## src/rtl/rf_wr_arbiter_if.sv

```systemverilog
// Write-port bundle shared by the pipeline writeback stage, the MDU result path
// and the register file.
interface rf_wr_arbiter_if #(
  parameter int unsigned WIDTH = 32,
  parameter int unsigned AW    = 5
);
  logic             wb_wr_en;
  logic [AW-1:0]    wb_addr;
  logic [WIDTH-1:0] wb_data;
  logic [1:0]       wb_mode;
  logic             wb_stall;

  logic             mdu_valid;
  logic             mdu_ready;
  logic [AW-1:0]    mdu_addr;
  logic [WIDTH-1:0] mdu_data;

  logic             rf_wr_en;
  logic [AW-1:0]    rf_addr;
  logic [WIDTH-1:0] rf_data;
  logic [1:0]       rf_mode;

  logic [(2**AW)-1:0] busy_mask;

  // Requesters and register file side
  modport master (
    output wb_wr_en, wb_addr, wb_data, wb_mode,
    output mdu_valid, mdu_addr, mdu_data,
    input  wb_stall, mdu_ready,
    input  rf_wr_en, rf_addr, rf_data, rf_mode, busy_mask
  );

  // Arbiter side
  modport slave (
    input  wb_wr_en, wb_addr, wb_data, wb_mode,
    input  mdu_valid, mdu_addr, mdu_data,
    output wb_stall, mdu_ready,
    output rf_wr_en, rf_addr, rf_data, rf_mode, busy_mask
  );
endinterface

```

## src/rtl/rf_wr_arbiter.sv

```systemverilog
// Register-file write-port arbiter: pipeline writeback has priority, MDU results
// queue in a small FIFO and drain into idle slots, with a starvation-forced stall.
module rf_wr_arbiter #(
  parameter int unsigned WIDTH      = 32,
  parameter int unsigned AW         = 5,
  parameter int unsigned DEPTH      = 2,
  parameter int unsigned STARVE_MAX = 4
) (
  input  logic         clk,
  input  logic         rst_n,
  rf_wr_arbiter_if.slave bus
);
  localparam int unsigned PW = (DEPTH > 1) ? $clog2(DEPTH) : 1;
  localparam int unsigned QW = PW + 1;
  localparam int unsigned CW = $clog2(STARVE_MAX + 1);
  localparam int unsigned NR = 2**AW;

  typedef enum logic [1:0] {
    GNT_NONE,
    GNT_WB,
    GNT_MDU
  } grant_t;

  logic [AW-1:0]    q_addr [DEPTH];
  logic [WIDTH-1:0] q_data [DEPTH];
  logic [DEPTH-1:0] q_valid;
  logic [PW-1:0]    wr_ptr;
  logic [PW-1:0]    rd_ptr;
  logic [QW-1:0]    q_count;

  logic [CW-1:0]    cnt;
  logic [CW-1:0]    cnt_next;
  logic             stall_q;

  logic             wr_en_q;
  logic [AW-1:0]    addr_q;
  logic [WIDTH-1:0] data_q;
  logic [1:0]       mode_q;

  logic             empty;
  logic             full;
  logic             push;
  logic             pop;
  grant_t           grant;
  logic [NR-1:0]    busy;

  assign empty = (q_count == '0);
  assign full  = (q_count == QW'(DEPTH));
  assign push  = bus.mdu_valid && !full;
  assign pop   = (grant == GNT_MDU);

  // A stall cycle belongs to the FIFO head; the WB request is re-presented later.
  always_comb begin
    grant = GNT_NONE;
    if (stall_q) begin
      if (!empty) grant = GNT_MDU;
    end else if (bus.wb_wr_en) begin
      grant = GNT_WB;
    end else if (!empty) begin
      grant = GNT_MDU;
    end
  end

  always_comb begin
    cnt_next = cnt;
    if (empty || pop) begin
      cnt_next = '0;
    end else if (grant == GNT_WB) begin
      cnt_next = cnt + CW'(1);
    end
  end

  always_comb begin
    busy = '0;
    for (int unsigned i = 0; i < DEPTH; i++) begin
      if (q_valid[i]) busy[q_addr[i]] = 1'b1;
    end
  end

  always_ff @(posedge clk) begin
    if (push) begin
      q_addr[wr_ptr] <= bus.mdu_addr;
      q_data[wr_ptr] <= bus.mdu_data;
    end
  end

  always_ff @(posedge clk or negedge rst_n) begin
    if (!rst_n) begin
      wr_ptr  <= '0;
      rd_ptr  <= '0;
      q_count <= '0;
      q_valid <= '0;
    end else begin
      if (push) begin
        q_valid[wr_ptr] <= 1'b1;
        wr_ptr          <= wr_ptr + PW'(1);
      end
      if (pop) begin
        q_valid[rd_ptr] <= 1'b0;
        rd_ptr          <= rd_ptr + PW'(1);
      end
      case ({push, pop})
        2'b10:   q_count <= q_count + QW'(1);
        2'b01:   q_count <= q_count - QW'(1);
        default: q_count <= q_count;
      endcase
    end
  end

  always_ff @(posedge clk or negedge rst_n) begin
    if (!rst_n) begin
      cnt     <= '0;
      stall_q <= 1'b0;
      wr_en_q <= 1'b0;
      addr_q  <= '0;
      data_q  <= '0;
      mode_q  <= '0;
    end else begin
      cnt     <= cnt_next;
      stall_q <= (cnt_next == CW'(STARVE_MAX));
      case (grant)
        GNT_WB: begin
          wr_en_q <= 1'b1;
          addr_q  <= bus.wb_addr;
          data_q  <= bus.wb_data;
          mode_q  <= bus.wb_mode;
        end
        GNT_MDU: begin
          wr_en_q <= 1'b1;
          addr_q  <= q_addr[rd_ptr];
          data_q  <= q_data[rd_ptr];
          mode_q  <= 2'd0;
        end
        default: begin
          wr_en_q <= 1'b0;
        end
      endcase
    end
  end

  assign bus.wb_stall  = stall_q;
  assign bus.mdu_ready = !full;
  assign bus.rf_wr_en  = wr_en_q;
  assign bus.rf_addr   = addr_q;
  assign bus.rf_data   = data_q;
  assign bus.rf_mode   = mode_q;
  assign bus.busy_mask = busy;
endmodule
```

## src/flat_wrapper.sv

```systemverilog
// flat-port wrapper written by rule: the top's interface ports become plain ports
module rf_wr_arbiter_flat 
#(
  parameter int unsigned WIDTH      = 32,
  parameter int unsigned AW         = 5,
  parameter int unsigned DEPTH      = 2,
  parameter int unsigned STARVE_MAX = 4
)
  (clk, rst_n, bus_wb_wr_en, bus_wb_addr, bus_wb_data, bus_wb_mode, bus_mdu_valid, bus_mdu_addr, bus_mdu_data, bus_wb_stall, bus_mdu_ready, bus_rf_wr_en, bus_rf_addr, bus_rf_data, bus_rf_mode, bus_busy_mask);
  rf_wr_arbiter_if #(.WIDTH(WIDTH), .AW(AW)) bus_i ();
  input  logic clk;
  input  logic rst_n;
  input wire logic [$bits(bus_i.wb_wr_en)-1:0] bus_wb_wr_en;
  input wire logic [$bits(bus_i.wb_addr)-1:0] bus_wb_addr;
  input wire logic [$bits(bus_i.wb_data)-1:0] bus_wb_data;
  input wire logic [$bits(bus_i.wb_mode)-1:0] bus_wb_mode;
  input wire logic [$bits(bus_i.mdu_valid)-1:0] bus_mdu_valid;
  input wire logic [$bits(bus_i.mdu_addr)-1:0] bus_mdu_addr;
  input wire logic [$bits(bus_i.mdu_data)-1:0] bus_mdu_data;
  output wire logic [$bits(bus_i.wb_stall)-1:0] bus_wb_stall;
  output wire logic [$bits(bus_i.mdu_ready)-1:0] bus_mdu_ready;
  output wire logic [$bits(bus_i.rf_wr_en)-1:0] bus_rf_wr_en;
  output wire logic [$bits(bus_i.rf_addr)-1:0] bus_rf_addr;
  output wire logic [$bits(bus_i.rf_data)-1:0] bus_rf_data;
  output wire logic [$bits(bus_i.rf_mode)-1:0] bus_rf_mode;
  output wire logic [$bits(bus_i.busy_mask)-1:0] bus_busy_mask;
  assign bus_i.wb_wr_en = bus_wb_wr_en;
  assign bus_i.wb_addr = bus_wb_addr;
  assign bus_i.wb_data = bus_wb_data;
  assign bus_i.wb_mode = bus_wb_mode;
  assign bus_i.mdu_valid = bus_mdu_valid;
  assign bus_i.mdu_addr = bus_mdu_addr;
  assign bus_i.mdu_data = bus_mdu_data;
  assign bus_wb_stall = bus_i.wb_stall;
  assign bus_mdu_ready = bus_i.mdu_ready;
  assign bus_rf_wr_en = bus_i.rf_wr_en;
  assign bus_rf_addr = bus_i.rf_addr;
  assign bus_rf_data = bus_i.rf_data;
  assign bus_rf_mode = bus_i.rf_mode;
  assign bus_busy_mask = bus_i.busy_mask;
  rf_wr_arbiter #(.WIDTH(WIDTH), .AW(AW), .DEPTH(DEPTH), .STARVE_MAX(STARVE_MAX)) u_core (.clk(clk), .rst_n(rst_n), .bus(bus_i));
endmodule
```

## config.mk

```make
export PLATFORM = sky130hd
export DESIGN_NAME = rf_wr_arbiter_flat
export DESIGN_NICKNAME = d
export VERILOG_FILES = /design/src/rtl/rf_wr_arbiter_if.sv /design/src/rtl/rf_wr_arbiter.sv /design/src/flat_wrapper.sv
export SDC_FILE = /design/constraint.sdc
export NUM_CORES = 1
export LEC_CHECK = 0
export ABC_AREA = 1
export CAP_MARGIN = 30
export CORE_MARGIN = 8
export CORE_UTILIZATION = 48
export CTS_BUF_LIST = sky130_fd_sc_hd__clkbuf_16
export CTS_CLUSTER_DIAMETER = 30
export DETAILED_ROUTE_END_ITERATION = 6
export GPL_ROUTABILITY_DRIVEN = 0
export PLACE_DENSITY = 0.8
export SLEW_MARGIN = 20
export SYNTH_ARGS = -nofsm -noshare
export SYNTH_HDL_FRONTEND = slang
export SYNTH_SLANG_ARGS = --single-unit
export TNS_END_PERCENT = 20
```

## constraint.sdc

```tcl
create_clock -name clk -period 3.9 [get_ports clk]
set_clock_uncertainty 0.05 [all_clocks]
set_input_delay 0.78 -clock clk [delete_from_list [all_inputs] [get_ports clk]]
set_output_delay 0.78 -clock clk [all_outputs]
set_load 0.1 [all_outputs]
```

# --- Word-level counts from Yosys, hierarchy flattened ---
# Memories as Yosys holds them, arrays and structs flattened.
# Index checks and enable logic that the tools add are counted.
totals:
  regBits: 50
  ram_bits: 74
  mem_count: 2
  inputBits: 80
  wordCells: 70
  output_inout_bits: 74
op_classes:
  n_mux: 24
  reduce_logical: 11
  n_bitwise: 4
  magnitude_cmp: 8
  addsub: 5
  eq_ne: 6
mem_list:
  columns: ["memory", "words", "word_bits", "read_ports", "rd_ports_with_merged_regs", "wr", "line", "rtl"]
  rows:
  - ["u_core.q_data", 2, 32, 1, 0, 1, "rf_wr_arbiter.sv:25", "logic [WIDTH-1:0] q_data [DEPTH];"]
  - ["u_core.q_addr", 2, 5, 3, 0, 1, "rf_wr_arbiter.sv:24", "logic [AW-1:0] q_addr [DEPTH];"]
op_table:
  columns: ["cell", "count"]
  rows:
  - ["2-to-1 mux 32 bit", 2]
  - ["one-hot mux 32 bit (2 select lines)", 1]
  - ["bitwise OR 32 bit", 1]
  - ["less-than comparator 5 x 6 -> 1 bit, second input constant", 2]
  - ["demux 1 bit (select 5 bit)", 2]
  - [">= comparator 5 x 1 -> 1 bit, second input constant", 2]
  - ["2-to-1 mux 2 bit", 5]
  - ["one-hot mux 5 bit (2 select lines)", 1]
  - ["one-hot mux 2 bit (2 select lines)", 2]
  - ["2-to-1 mux 1 bit", 7]
  - ["== test 2 bit, second input constant", 3]
  - ["2-to-1 mux 3 bit", 2]
  - ["logical AND 1 bit", 5]
  - ["== test 2 x 1 -> 1 bit, second input constant", 2]
  - ["less-than comparator 1 x 2 -> 1 bit, second input constant", 2]
  - ["nonzero test 2 bit", 2]
  - ["adder 3 x 1 -> 3 bit, second input constant", 1]
  - ["== test 3 bit, second input constant", 1]
  - ["adder 1 bit, second input constant", 2]
  - ["adder 2 x 1 -> 2 bit, second input constant", 1]
  - ["bitwise AND 2 bit", 1]
  - ["demux 1 bit (select 1 bit)", 2]
  - [">= comparator 1 bit, second input constant", 2]
  - ["logical NOT 2 bit", 1]
  - ["6 further kinds", 6]

# --- Logic depth before layout (Yosys ltp) ---
# Gate-level depths: netlist (run 1).
depth:
  ltp_word: 8
  ltp_mapped: 9

# --- Least setup slack after synthesis (run 1) ---
# No wires, ideal clock.
synth_timing:
  kind: "register -> output"
  start: "memory u_core.q_addr[1][0]"
  end: "output port bus_busy_mask[0]"
  t_arrival_ns: 2.794
  n_path_buf: 0
  slack_ns: 0.276
  t_required_ns: 3.070
  stages_incl_launch_ff: 4
  path_cell_list: "edfxtp_1 -> inv_1 -> nand3_1 -> o21ai_0"
synth_lines:
  columns: ["item", "line", "rtl"]
  rows:
  - ["start, declared", "rf_wr_arbiter.sv:24", null]
  - ["end, declared", "flat_wrapper.sv:26", "output wire logic [$bits(bus_i.busy_mask)-1:0] bus_busy_mask;"]

# --- Final worst setup path (run 1) ---
layout_timing:
  start: "register u_core.q_count[0]"
  end: "output port bus_mdu_ready"
layout_between:
  elab_chain_cells: 2
layout_rtl:
  columns: ["item", "line", "rtl"]
  rows:
  - ["start, declared", "rf_wr_arbiter.sv:29", "logic [QW-1:0] q_count;"]
  - ["start signal, assigned", "rf_wr_arbiter.sv:103", "2'b10: q_count <= q_count + QW'(1);"]
  - ["start signal, assigned", "rf_wr_arbiter.sv:104", "2'b01: q_count <= q_count - QW'(1);"]
  - ["start signal, assigned", "rf_wr_arbiter.sv:105", "default: q_count <= q_count;"]
  - ["== test 2 bit", "rf_wr_arbiter.sv:48", "assign full = (q_count == QW'(DEPTH));"]
  - ["logical NOT 1 bit", "rf_wr_arbiter.sv:142", "assign bus.mdu_ready = !full;"]
  - ["end, declared", "flat_wrapper.sv:21", "output wire logic [$bits(bus_i.mdu_ready)-1:0] bus_mdu_ready;"]
# Every way passes these cells.

==> results, run 1 <==
- The flow ran to the end, and the final reports show no timing, DRC or antenna violations.
- The synthesis-to-finish area growth is 39.07%.
- The share of the cycle needed by the critical path after routing is roughly 77%.
- Counting the buffers created by CTS gives 17.
- The global-route wire length before repair is around 24000 um.
- The cell with the largest stage delay on the worst path is sky130_fd_sc_hd__clkdlybuf4s50_1.
- The max-cap check violation count is 0.
- The height of the die is 124.1 um.
- In this run, post-CTS repair resized a total of 0 instances.
- For this run, design rule violations remaining after detail routing come to 0.
- The clock tree from TritonCTS is built.
- In this run the number of cells on the critical path is 3.
- The net count of the finished layout is 861.
- The via total after detailed routing is ~4800.
- The largest fanout of any net on the critical path is 5.
- The library cell used most frequently in the layout, excluding fill and tap cells, is sky130_fd_sc_hd__nand2_1.
- The final-report hold violation count was 0.
- Yosys mapped the design onto 24 distinct sky130hd cell types.
- The transition at the pin with the smallest max-transition slack is about 1000 ps.
- The floorplan step defined a die boundary enclosing ~0.015 mm2.
- The wire length reported by the detailed router is approximately 15000 um.
- The number of iterations in the first detailed-routing pass is 5.
- Counting every sink on the clock net gives roughly 120.
- Buffers placed on the I/O ports in this run total between 150 and 200.
- After detailed routing, the number of vias per cell comes to about 5.1.
- For this run, the number of standard cells in the final layout without fillers is 935.
- The synthesis warning total is 0.
- The aggregate global routing overflow is 0.
- The critical path launch point type is a register.
- The final number of max-transition violations came to 0.
- The number of nets in the synthesized netlist is about 710.
- The root cell of the clock tree is sky130_fd_sc_hd__clkbuf_16.
- Synthesis inferred ~120 register bits.
- Across the VDD grid, the largest voltage drop is just over 0.0008 V.
- In this run the remaining antenna-violating nets after routing total 0.
- The number of antenna violations at the first check in global routing is 1.
- Traced cell by cell, the critical path runs through inv_2 -> nand2_1 -> clkdlybuf4s50_1.
- The placed wire-length estimate after detailed placement is between 10000 and 15000 um.
- The number of antenna diodes in the final layout is 0.
- The number of design-rule violations left by the first detailed-router iteration is 345.
- The number of buffers and inverters on the critical path is 2.
- The ratio of cells with drive above 1 in the final layout is 10.86%.
- The number of placed instances, taps included, is roughly 900.
- Across every metal layer, demand over resource in global routing totals approximately 20%.
- The setup path with the least slack is of type register to output port.
- For this run, the share of the core covered by cells in the final layout is approximately 68%.
- The cell area after synthesis is 0.005608 mm2.
- The design draws between 7 and 8 mW.
- Setup violations remaining at the end of the flow were counted as 0.
- The later pin in the worst-skew pair is clocked with a latency of between 400 and 500 ps.
- The average cell area after synthesis is between 8 and 9 um2.
- Summing all multi-input logic gate instances after layout gives about 0.0018 mm2.
- The H-tree was split into 4 levels.
- The total area inside the core boundary comes to ~0.011 mm2.
- The standard-cell row count is 39.
- The via count of the first global-routing pass is 4964.
- The worst pin sits at a relative slew slack of 33.30%.
- The post-synthesis cell count is about 620.
- Clock-pin slew was measured on the worst setup and hold paths at around 60 ps.
- Entering global routing, the biggest net connects just over 50 pins.
- The clock period could shrink to 3018 ps.
- The effective utilization at floorplan is roughly half.
- In the layout the commonest cells are sky130_fd_sc_hd__nand2_1, sky130_fd_sc_hd__clkdlybuf4s50_1, sky130_fd_sc_hd__edfxtp_1, sky130_fd_sc_hd__o21ai_0, sky130_fd_sc_hd__inv_1.
- The endpoint class of the critical path is an output port.
- The post-CTS setup-driven buffer insertion count is 0.
- At the worst endpoint, the arrival time is between 2000 and 2500 ps.
- In this design, the stage delay of the slowest critical-path cell is roughly 1200 ps.
- Dividing total power by cell area gives a power density of approximately 900 mW/mm2.
- Summing all flip-flop and latch instances after layout gives around 0.0035 mm2.
- The number of fillers in the final layout is about 860.
- The sum of negative setup slack is 0 ps.
- Setup repair after global routing left no endpoint under its margin.
- The leakage power of the design is ~3.5 nW.
- For this design the top-level I/O count stands at 154.
- In the final routed layout, each cell accounts on average for about 16 um.
- The width of the die is between 100 and 150 um.
- The maximum count of clock buffers along a single path is 2.
- Summing all placed instances gives a cell area of 0.007174 mm2.
- The post-placement setup slack is just under 800 ps.
- The cts-stage hold buffer count is 0.
- Setup slack on the critical path of the routed design comes to 882.2 ps.
- The sequential share of the synthesized area is approximately three fifths.
- The path type of the worst min-delay path is primary input to asynchronous set/reset pin.
- Based on the critical path, the design can be clocked at up to between 0.3 and 0.4 GHz.
- At the worst endpoint, the required time is roughly 3100 ps.
- On the final layout, the worst hold slack is around 390 ps.
- The finished cells cover approximately 0.0078 mm2.
- The count of cells along the worst register-to-register path is 5.
- Among cell families on the critical path, the largest total delay comes from buffers and inverters.
==> cell families after synthesis <==
logic type,after synthesis,synth area share (%)
and+or+nand+nor,345,24.41
xor gates and xnor gates,3,0.4686
DFF,124,61.94
adders and majority gates,2,0.4462
buffers and inverters,77,6.225
AOI/OAI and AO/OA,73,6.515
==> routing by layer <==
layer | GRT usage [%] | part of all wire [%] | vias up
li1 | - | - | 2304
met1 | 22.69 | 39 | 2255
met2 | 34.60 | 50 | 219
met3 | 6.528 | 8.6 | 31
met4 | 7.435 | 1.7 | 2
met5 | 0 | 0.085 | -
==> where the power goes <==
group / switching [mW] / total (mW) / internal [mW] / leakage [nW]
clock: 0.603 / 1.55 / 0.949 / 0.280
sequential: 0.262 / 2.11 / 1.84 / 1.29
combinational: 2.64 / 3.42 / 0.775 / 1.92
==> worst paths after layout <==
path | from | to | slack (ps)
min in group clk | u_core.cnt[0]$_DFF_PN0_ | u_core.cnt[0]$_DFF_PN0_ | 410
max reg2reg | u_core.q_count[0]$_DFFE_PN0P_ | u_core.q_data[1][28]$_DFFE_PP_ | 1750
max in group asynchronous | rst_n | u_core.bus.rf_data[7]$_DFFE_PN0P_ | 2850
min reg2reg | u_core.cnt[0]$_DFF_PN0_ | u_core.cnt[0]$_DFF_PN0_ | 410
max | u_core.q_count[0]$_DFFE_PN0P_ | bus_mdu_ready | 880
min | rst_n | u_core.bus.rf_mode[0]$_DFFE_PN0P_ | 390
==> synthesized netlist by cell type, drive strengths merged <==
cell | instances | area share (%)
nand2 | 307 | 21
edfxtp | 74 | 40
o21ai | 71 | 6.3
inv | 53 | 3.5
dfrtp | 50 | 22
buf | 16 | 2.1
nor3 | 13 | 1.4
nand3 | 12 | 1.1
nor2 | 11 | 1.0
clkbuf | 8 | 0.54
a21oi | 2 | 0.18
ha | 2 | 0.45
or2 | 2 | 0.22
xnor2 | 2 | 0.31
xor2 | 1 | 0.16
==> state kept, by name, summed over array words and instances (netlist names), 2 cells and up <==
name                cells
u_core.q_data          64
u_core.bus.rf_data     32
u_core.q_addr          10
u_core.bus.rf_addr      5
u_core.cnt              3
u_core.bus.rf_mode      2
u_core.q_count          2
u_core.q_valid          2
==> worst reg2reg max path, stage by stage (launching register included) <==
cell and delay, ps:
sky130_fd_sc_hd__dfrtp_1 440, sky130_fd_sc_hd__inv_2 70, sky130_fd_sc_hd__nand2_1 110, sky130_fd_sc_hd__nand2_1 160
sky130_fd_sc_hd__nor2_4 670, sky130_fd_sc_hd__buf_4 350
==> area by class of cell <==
type	instances	area share, %
Tap cell	143	2.294
Multi-Input combinational cell	423	23.15
Timing Repair Buffer	160	19.86
Clock inverter	15	2.134
Inverter	53	2.551
Clock buffer	17	5.455
Sequential cell	124	44.55
Note: power is estimated with default switching activity, not from simulation.
==> run 2, diff against run 1 <==
--- a/config.mk
+++ b/config.mk
@@ -8,12 +8,12 @@
 export ABC_AREA = 1
 export CAP_MARGIN = 30
 export CORE_MARGIN = 8
-export CORE_UTILIZATION = 48
+export CORE_UTILIZATION = 44
 export CTS_BUF_LIST = sky130_fd_sc_hd__clkbuf_16
 export CTS_CLUSTER_DIAMETER = 30
 export DETAILED_ROUTE_END_ITERATION = 6
 export GPL_ROUTABILITY_DRIVEN = 0
-export PLACE_DENSITY = 0.8
+export PLACE_DENSITY = 0.77
 export SLEW_MARGIN = 20
 export SYNTH_ARGS = -nofsm -noshare
 export SYNTH_HDL_FRONTEND = slang
==> constraint.sdc (replaced) <==
create_clock -name clk -period 2.5 [get_ports clk]
set_clock_uncertainty 0.05 [all_clocks]
set_input_delay 0.5 -clock clk [delete_from_list [all_inputs] [get_ports clk]]
set_output_delay 0.5 -clock clk [all_outputs]
set_load 0.1 [all_outputs]
==> results, run 2 (same netlist as run 1, synthesis figures left out) <==
- The flow ran to the end, and the final reports show no timing, DRC or antenna violations.
- The cts-stage hold buffer count is 0.
- The number of fillers in the final layout is between 900 and 1000.
- The via count of the first global-routing pass is 4862.
- The endpoint of the most critical register-to-register path is u_core.bus.rf_data[20]$_DFFE_PN0P_.
- In this run the vertical extent of the chip is 128.9 um.
- The slowest stage of the critical path is the sky130_fd_sc_hd__nor3_1 cell.
- The final setup violation count is 0.
- The width of the die is between 100 and 150 um.
- The post-layout instance count excluding filler cells is between 900 and 1000.
- On the worst path, the slowest cell contributes a delay of approximately 440 ps.
- The most frequent standard cell in the layout excluding fill and tap cells is sky130_fd_sc_hd__nand2_1.
- For this run, design rule violations remaining after detail routing come to 0.
- The register area is around 0.0035 mm2.
- Data arrives at the worst endpoint at roughly 1900 ps.
- The setup slack on the worst flop-to-flop path is 810 ps.
- The endpoint class of the critical path is an output port.
- TritonCTS built the clock tree.
- The synthesis-to-finish area growth is 46.01%.
- After routing, the total negative slack on setup checks comes to 0 ps.
- At the later pin of the worst-skew pair, clock insertion delay measures 410 ps.
- Walking the worst path, the cells encountered are inv_1 -> nor3_1 -> nand2_1 -> o21ai_1 -> buf_12.
- The final number of max-transition violations is 0.
- The share of the cycle needed by the critical path after routing is about 97%.
- The number of iterations in the first detailed-routing pass is 5.
- The worst path needs approximately 2400 ps of the cycle, external delays included.
- The maximum ir drop on the vdd rail is between 0.0007 and 0.0008 V.
- The final layout contains between 800 and 900 nets.
- Setup repair after global routing could not meet its margin everywhere.
- The placed wire-length estimate after detailed placement is approximately 11000 um.
- The remaining antenna violation count is 0.
- The largest net degree at the start of global routing is 40.
- The count of cells along the worst register-to-register path is 6.
- Buffers added to address setup during post-CTS repair amount to 0.
- For the pin with the worst max-slew slack, the measured transition is a little over 600 ps.
- The clock slew seen by the registers of the worst setup and hold paths is ~60 ps.
- The ratio of cells with drive above 1 in the final layout is 16.71%.
- The initialized floorplan defines 41 standard-cell rows.
- The completed layout was analyzed and its total power is between 10 and 15 mW.
- For this configuration, the core starts out at a cell density of 44.80%.
- For this block, the routed nets add up to about 15000 um of wire.
- Across the run, the number of max-cap violations was 0.
- The number of design-rule violations left by the first detailed-router iteration is about 330.
- In this run the worst hold path is classified as primary input to asynchronous set/reset pin.
- The headroom to the max-slew limit is around 59%.
- Based on the critical path, the design can be clocked at up to between 0.4 and 0.5 GHz.
- Counting every sink on the clock net gives roughly 120.
- The number of buffers created by CTS is 17.
- The number of buffers inserted by port buffering is between 150 and 200.
- The number of flip-flops under the largest register name is 64.
- The multi-input combinational cells in the finished layout cover a total of around 0.0018 mm2.
- After detailed routing, the number of vias per cell comes to 4.938.
- The core area is 0.01252 mm2.
- More flip-flops sit in one register than any other, and that register is u_core.q_data.
- The global-route wire length before repair is 24410 um.
- The number of buffers and inverters on the critical path is 2.
- The number of antenna diodes is 0.
- The H-tree depth reported by CTS is 4.
- Global routing consumed, over all layers together, roughly a fifth of the routing resources.
- The final-report hold violation count came to 0.
- The largest fanout of any net on the critical path is 5.
- The clock passes through at most 2 buffers.
- In this run the power density over the cells is around 1400 mW/mm2.
- The leakage power of the design is 3.652 nW.
- The full die area is 0.01661 mm2.
- The critical path in this run is classified as register to output port.
- The number of antenna violations at the first check in global routing came to 0.
- The number of I/O pins is 154.
- For the worst setup path, the data required time is approximately 2000 ps.
- The reg-to-reg critical path startpoint is u_core.rd_ptr$_DFFE_PN0N_.
- The largest delay contributor family on the critical path is simple AND/OR/NAND/NOR gates.
- The number of cells on the critical path is 5.
- The number of gates resized after cts is 0.
- STA classifies the critical path startpoint as a register.
- Global routing finished with a remaining overflow of 0.
- Summing over every cut layer, the via total after detailed routing is between 4000 and 5000.
- The top cell types in the final layout, fill and taps aside, are sky130_fd_sc_hd__nand2_1, sky130_fd_sc_hd__clkdlybuf4s50_1, sky130_fd_sc_hd__edfxtp_1, sky130_fd_sc_hd__inv_1, sky130_fd_sc_hd__buf_4.
- The root cell of the clock tree is sky130_fd_sc_hd__clkbuf_16.
- The number of cells in the design after placement is about 940.
- After detailed routing, the average wire length per cell comes to approximately 16 um.
-- run 2: cell count changes in the layout (fill, tap and decap cells not counted), moves of 4 or more --
cell                              before  now
sky130_fd_sc_hd__clkdlybuf4s50_1     120   78
sky130_fd_sc_hd__o21ai_0              69   38
sky130_fd_sc_hd__o21ai_1               2   33
sky130_fd_sc_hd__buf_4                35   50
sky130_fd_sc_hd__clkinv_4              6    2
sky130_fd_sc_hd__buf_12                1   35
-- run 2: layout make-up --
cell class / instances / share of cell area (%)
flip-flops and latches: 124 / 42.44
repair buffers: 164 / 22.74
multi-input cells: 423 / 22.31
clock buffers: 17 / 5.196
well taps: 172 / 2.628
inverters: 53 / 2.430
clock inverters: 15 / 2.262
-- run 2: how the worst max path moves through the flow --
stage | to | from | slack [ps]
after CTS | bus_busy_mask[15] | u_core.q_addr[0][1]$_DFFE_PP_ | 50
final | bus_busy_mask[15] | u_core.q_addr[0][3]$_DFFE_PP_ | 60
after global placement | u_core.q_count[1]$_DFFE_PN0P_ | bus_wb_wr_en | 430
after global routing | bus_busy_mask[18] | u_core.q_addr[0][4]$_DFFE_PP_ | -60
after detailed placement | u_core.q_count[1]$_DFFE_PN0P_ | bus_wb_wr_en | 330
after floorplan | bus_busy_mask[0] | u_core.q_addr[1][0]$_DFFE_PP_ | -130
-- run 2: metal layers --
layer	GRT usage, %	routed length (um)
met5	0	0
met4	7.256	290
met3	5.544	1126
met2	32.70	7816
met1	21.13	6033
-- run 2: report_power, final --
part	switching [mW]	leakage (nW)	internal [mW]
clock	0.932	0.295	1.58
combinational	4.14	2.06	1.23
sequential	0.416	1.29	2.87
-- run 2: per-stage QoR --
step                area, um2  utilization, %  setup WS [ps]  hold WS, ps
detailed placement       7559           60.39          333.5        406.7
global route             8188           65.41         -63.91        86.33
floorplan                5625               -         -127.8        154.4
CTS                      8169           65.26          53.45        57.35
global placement         7559           60.39          434.5        392.0
finish                   8188           65.41          64.39        55.63
==> run 3, diff against run 2 <==
--- a/config.mk
+++ b/config.mk
@@ -7,13 +7,15 @@
 export LEC_CHECK = 0
 export ABC_AREA = 1
 export CAP_MARGIN = 30
+export CELL_PAD_IN_SITES_DETAIL_PLACEMENT = 0
+export CELL_PAD_IN_SITES_GLOBAL_PLACEMENT = 1
 export CORE_MARGIN = 8
-export CORE_UTILIZATION = 44
+export CORE_UTILIZATION = 32
 export CTS_BUF_LIST = sky130_fd_sc_hd__clkbuf_16
 export CTS_CLUSTER_DIAMETER = 30
 export DETAILED_ROUTE_END_ITERATION = 6
 export GPL_ROUTABILITY_DRIVEN = 0
-export PLACE_DENSITY = 0.77
+export PLACE_DENSITY_LB_ADDON = 0.1
 export SLEW_MARGIN = 20
 export SYNTH_ARGS = -nofsm -noshare
 export SYNTH_HDL_FRONTEND = slang
==> results, run 3 (same netlist as run 1, synthesis figures left out) <==
- The flow ran to the end, and the final reports show no timing, DRC or antenna violations.
- Clock latency on the worst-skew pair, taken at its later pin, is slightly above 400 ps.
- The worst register-to-register path ends at u_core.bus.rf_data[0]$_DFFE_PN0P_.
- Cells fill between 40 and 50% of the core in the end.
- The max-cap check violation count is 0.
- The share of the cycle needed by the critical path after routing is 96.34%.
- The root cell of the clock tree is sky130_fd_sc_hd__clkbuf_16.
- The full die area is about 0.022 mm2.
- The synthesis-to-finish area growth is 47.90%.
- 0 antenna diodes ended up in the layout.
- The clock passes through at most 2 buffers.
- The placed wire-length estimate after detailed placement is 11680 um.
- The core area is 0.01724 mm2.
- Setup violations remaining at the end of the flow were counted as 0.
- The clock tree from TritonCTS is built.
- Derived from the worst setup path, the maximum achievable clock frequency is between 0.4 and 0.5 GHz.
- The via count of the first global-routing pass is 4806.
- The H-tree was split into 4 levels.
- The first global-routing pass estimated about 25000 um of wire.
- Global routing finished with a remaining overflow of 0.
- Dividing the detail-routed wire length by the instance count gives approximately 15 um.
- The reg-to-reg critical path startpoint is u_core.q_count[0]$_DFFE_PN0P_.
- Counting buffers and inverters, the worst setup path is 5 cells deep.
- The cell family contributing the most delay on the critical path is simple AND/OR/NAND/NOR gates.
- Power comes to between 10 and 15 mW.
- The final-report hold violation count was 0.
- For this configuration, the core starts out at a cell density of 32.53%.
- The required time at the endpoint of the critical path is ~2000 ps.
- OpenSTA, run right after detailed placement, puts the worst setup slack at between 200 and 300 ps.
- In the layout the commonest cells are sky130_fd_sc_hd__nand2_1, sky130_fd_sc_hd__clkdlybuf4s50_1, sky130_fd_sc_hd__edfxtp_1, sky130_fd_sc_hd__inv_1, sky130_fd_sc_hd__buf_4.
- Setup repair after global routing could not meet its margin everywhere.
- For this design the ratio of total power to cell area is roughly 1300 mW/mm2.
- The number of antenna violations at the first check in global routing is 0.
- The peak per-stage delay on the critical path is 450 ps.
- The data arrival at the endpoint of the critical path is approximately 1900 ps.
- The via total after detailed routing is approximately 4500.
- More flip-flops sit in one register than any other, and that register is u_core.q_data.
- The clock slew seen by the registers of the worst setup and hold paths is 60 ps.
- In the final design database the tool counted 868 nets.
- After detailed routing, the number of vias per cell comes to between 4 and 5.
- The tightest min-delay check is of the primary input to asynchronous set/reset pin type.
- The die is approximately 150 um tall.
- Counting both buffers and inverters, the worst setup path holds a total of 2.
- The number of buffers inserted by port buffering is 153.
- The number of buffers created by CTS is 17.
- The worst setup path is launched from a register.
- The largest net degree at the start of global routing is 44.
- The overall global routing resource usage is 14.59%.
- Across the VDD grid, the largest voltage drop is 0.0008225 V.
- The width of the die is 148.4 um.
- After layout, the minimum clock period comes to 2408 ps.
- The largest fanout of any net on the critical path is 5.
- The classification of the worst setup path is register to output port.
- The number of design-rule violations left by the first detailed-router iteration is between 200 and 250.
- Measured against its own limit, the worst slew margin works out to about 56%.
- The number of remaining DRC errors is 0.
- The cell with the largest stage delay on the worst path is sky130_fd_sc_hd__nor3_1.
- The register with the most flip-flops in the layout has 64 of them.
- In the post-route analysis, the smallest setup slack over all paths is around 90 ps.
- Cells with a size suffix above 1 make up around 17% of the layout.
- The final number of max-transition violations came to 0.
- The wire length reported by the detailed router is around 16000 um.
- For this run, the detailed router's first-pass iteration total came to 5.
- The setup slack on the worst flop-to-flop path is between 800 and 900 ps.
- The number of clock sinks is 124.
- Pin placement for this block handled between 150 and 200 I/O pins.
- The leakage power of the design is roughly 3.7 nW.
- After clock tree synthesis, the flow added hold-fix buffers numbering 0.
- The worst register-to-register path has a depth of 7.
- The standard-cell row count is 48.
- The most frequent standard cell in the layout excluding fill and tap cells is sky130_fd_sc_hd__nand2_1.
- The endpoint class of the critical path is an output port.
- At the pin with the least slew margin, the transition time is roughly 660 ps.
- Walking the worst path, the cells encountered are inv_1 -> nor3_1 -> nand2_1 -> o21ai_1 -> buf_12.
- The remaining antenna violation count is 0.
## run 3: changes by cell type in the layout (fill, tap and decap cells not counted)
cell                       before  now
sky130_fd_sc_hd__inv_6          6    2
sky130_fd_sc_hd__buf_4         50   51
sky130_fd_sc_hd__inv_1         51   52
sky130_fd_sc_hd__buf_12        35   37
sky130_fd_sc_hd__clkinv_4       2    3
sky130_fd_sc_hd__nor3_1        10    9
sky130_fd_sc_hd__nor3_2         0    1
sky130_fd_sc_hd__clkinv_2       2    4
## run 3: worst max path at each step
stage                                        from                                 end  slack, ps
floorplan           u_core.q_addr[1][0]$_DFFE_PP_                    bus_busy_mask[0]       -130
global placement                     bus_wb_wr_en  u_core.bus.rf_data[31]$_DFFE_PN0P_        310
detailed placement                   bus_wb_wr_en   u_core.bus.rf_data[0]$_DFFE_PN0P_        260
CTS                 u_core.q_addr[0][1]$_DFFE_PP_                   bus_busy_mask[31]         20
global route        u_core.q_addr[0][3]$_DFFE_PP_                   bus_busy_mask[12]        -60
finish              u_core.q_addr[0][2]$_DFFE_PP_                   bus_busy_mask[21]         90
## run 3: repair_timing
action                     in CTS  in global routing
setup endpoints to repair       0                 27
buffers inserted                0                  1
resized for setup               0                  4
## run 3: metal layers
metal  wire, um  up-vias  track usage (%)  share of wire [%]
li1           -     2320                -                  -
met5          0        -                0                  0
met4        113        0            3.723               0.72
met1       6825     2089            17.19                 43
met2       7982      121            25.25                 51
met3        842        9            4.588                5.3
## run 3: power by group
part	leakage, nW	internal [mW]	total, mW	switching [mW]
Combinational	2.09	1.26	5.41	4.15
Clock	0.295	1.56	2.45	0.890
Sequential	1.29	2.87	3.29	0.422
Total	3.68	5.69	11.2	5.47
## run 3: area by class of cell
| class | count | area (um2) |
|---|---|---|
| fillers | 1613 | 8942 |
| flip-flops and latches | 124 | 3475 |
| repair buffers | 167 | 1909 |
| multi-input cells | 423 | 1832 |
| clock buffers | 17 | 425.4 |
| well taps | 225 | 281.5 |
| inverters | 53 | 198.9 |
| clock inverters | 15 | 172.7 |
## run 3: metrics by stage
step                TNS (ps)  area [um2]  std cells  hold slack [ps]
floorplan              -3614        5625        624            154.4
finish                     0        8294       1024            74.02
detailed placement         0        7652        991            403.5
CTS                        0        8250       1023            86.29
global placement           0        7652        991            392.1
global route          -240.8        8294       1024            100.4
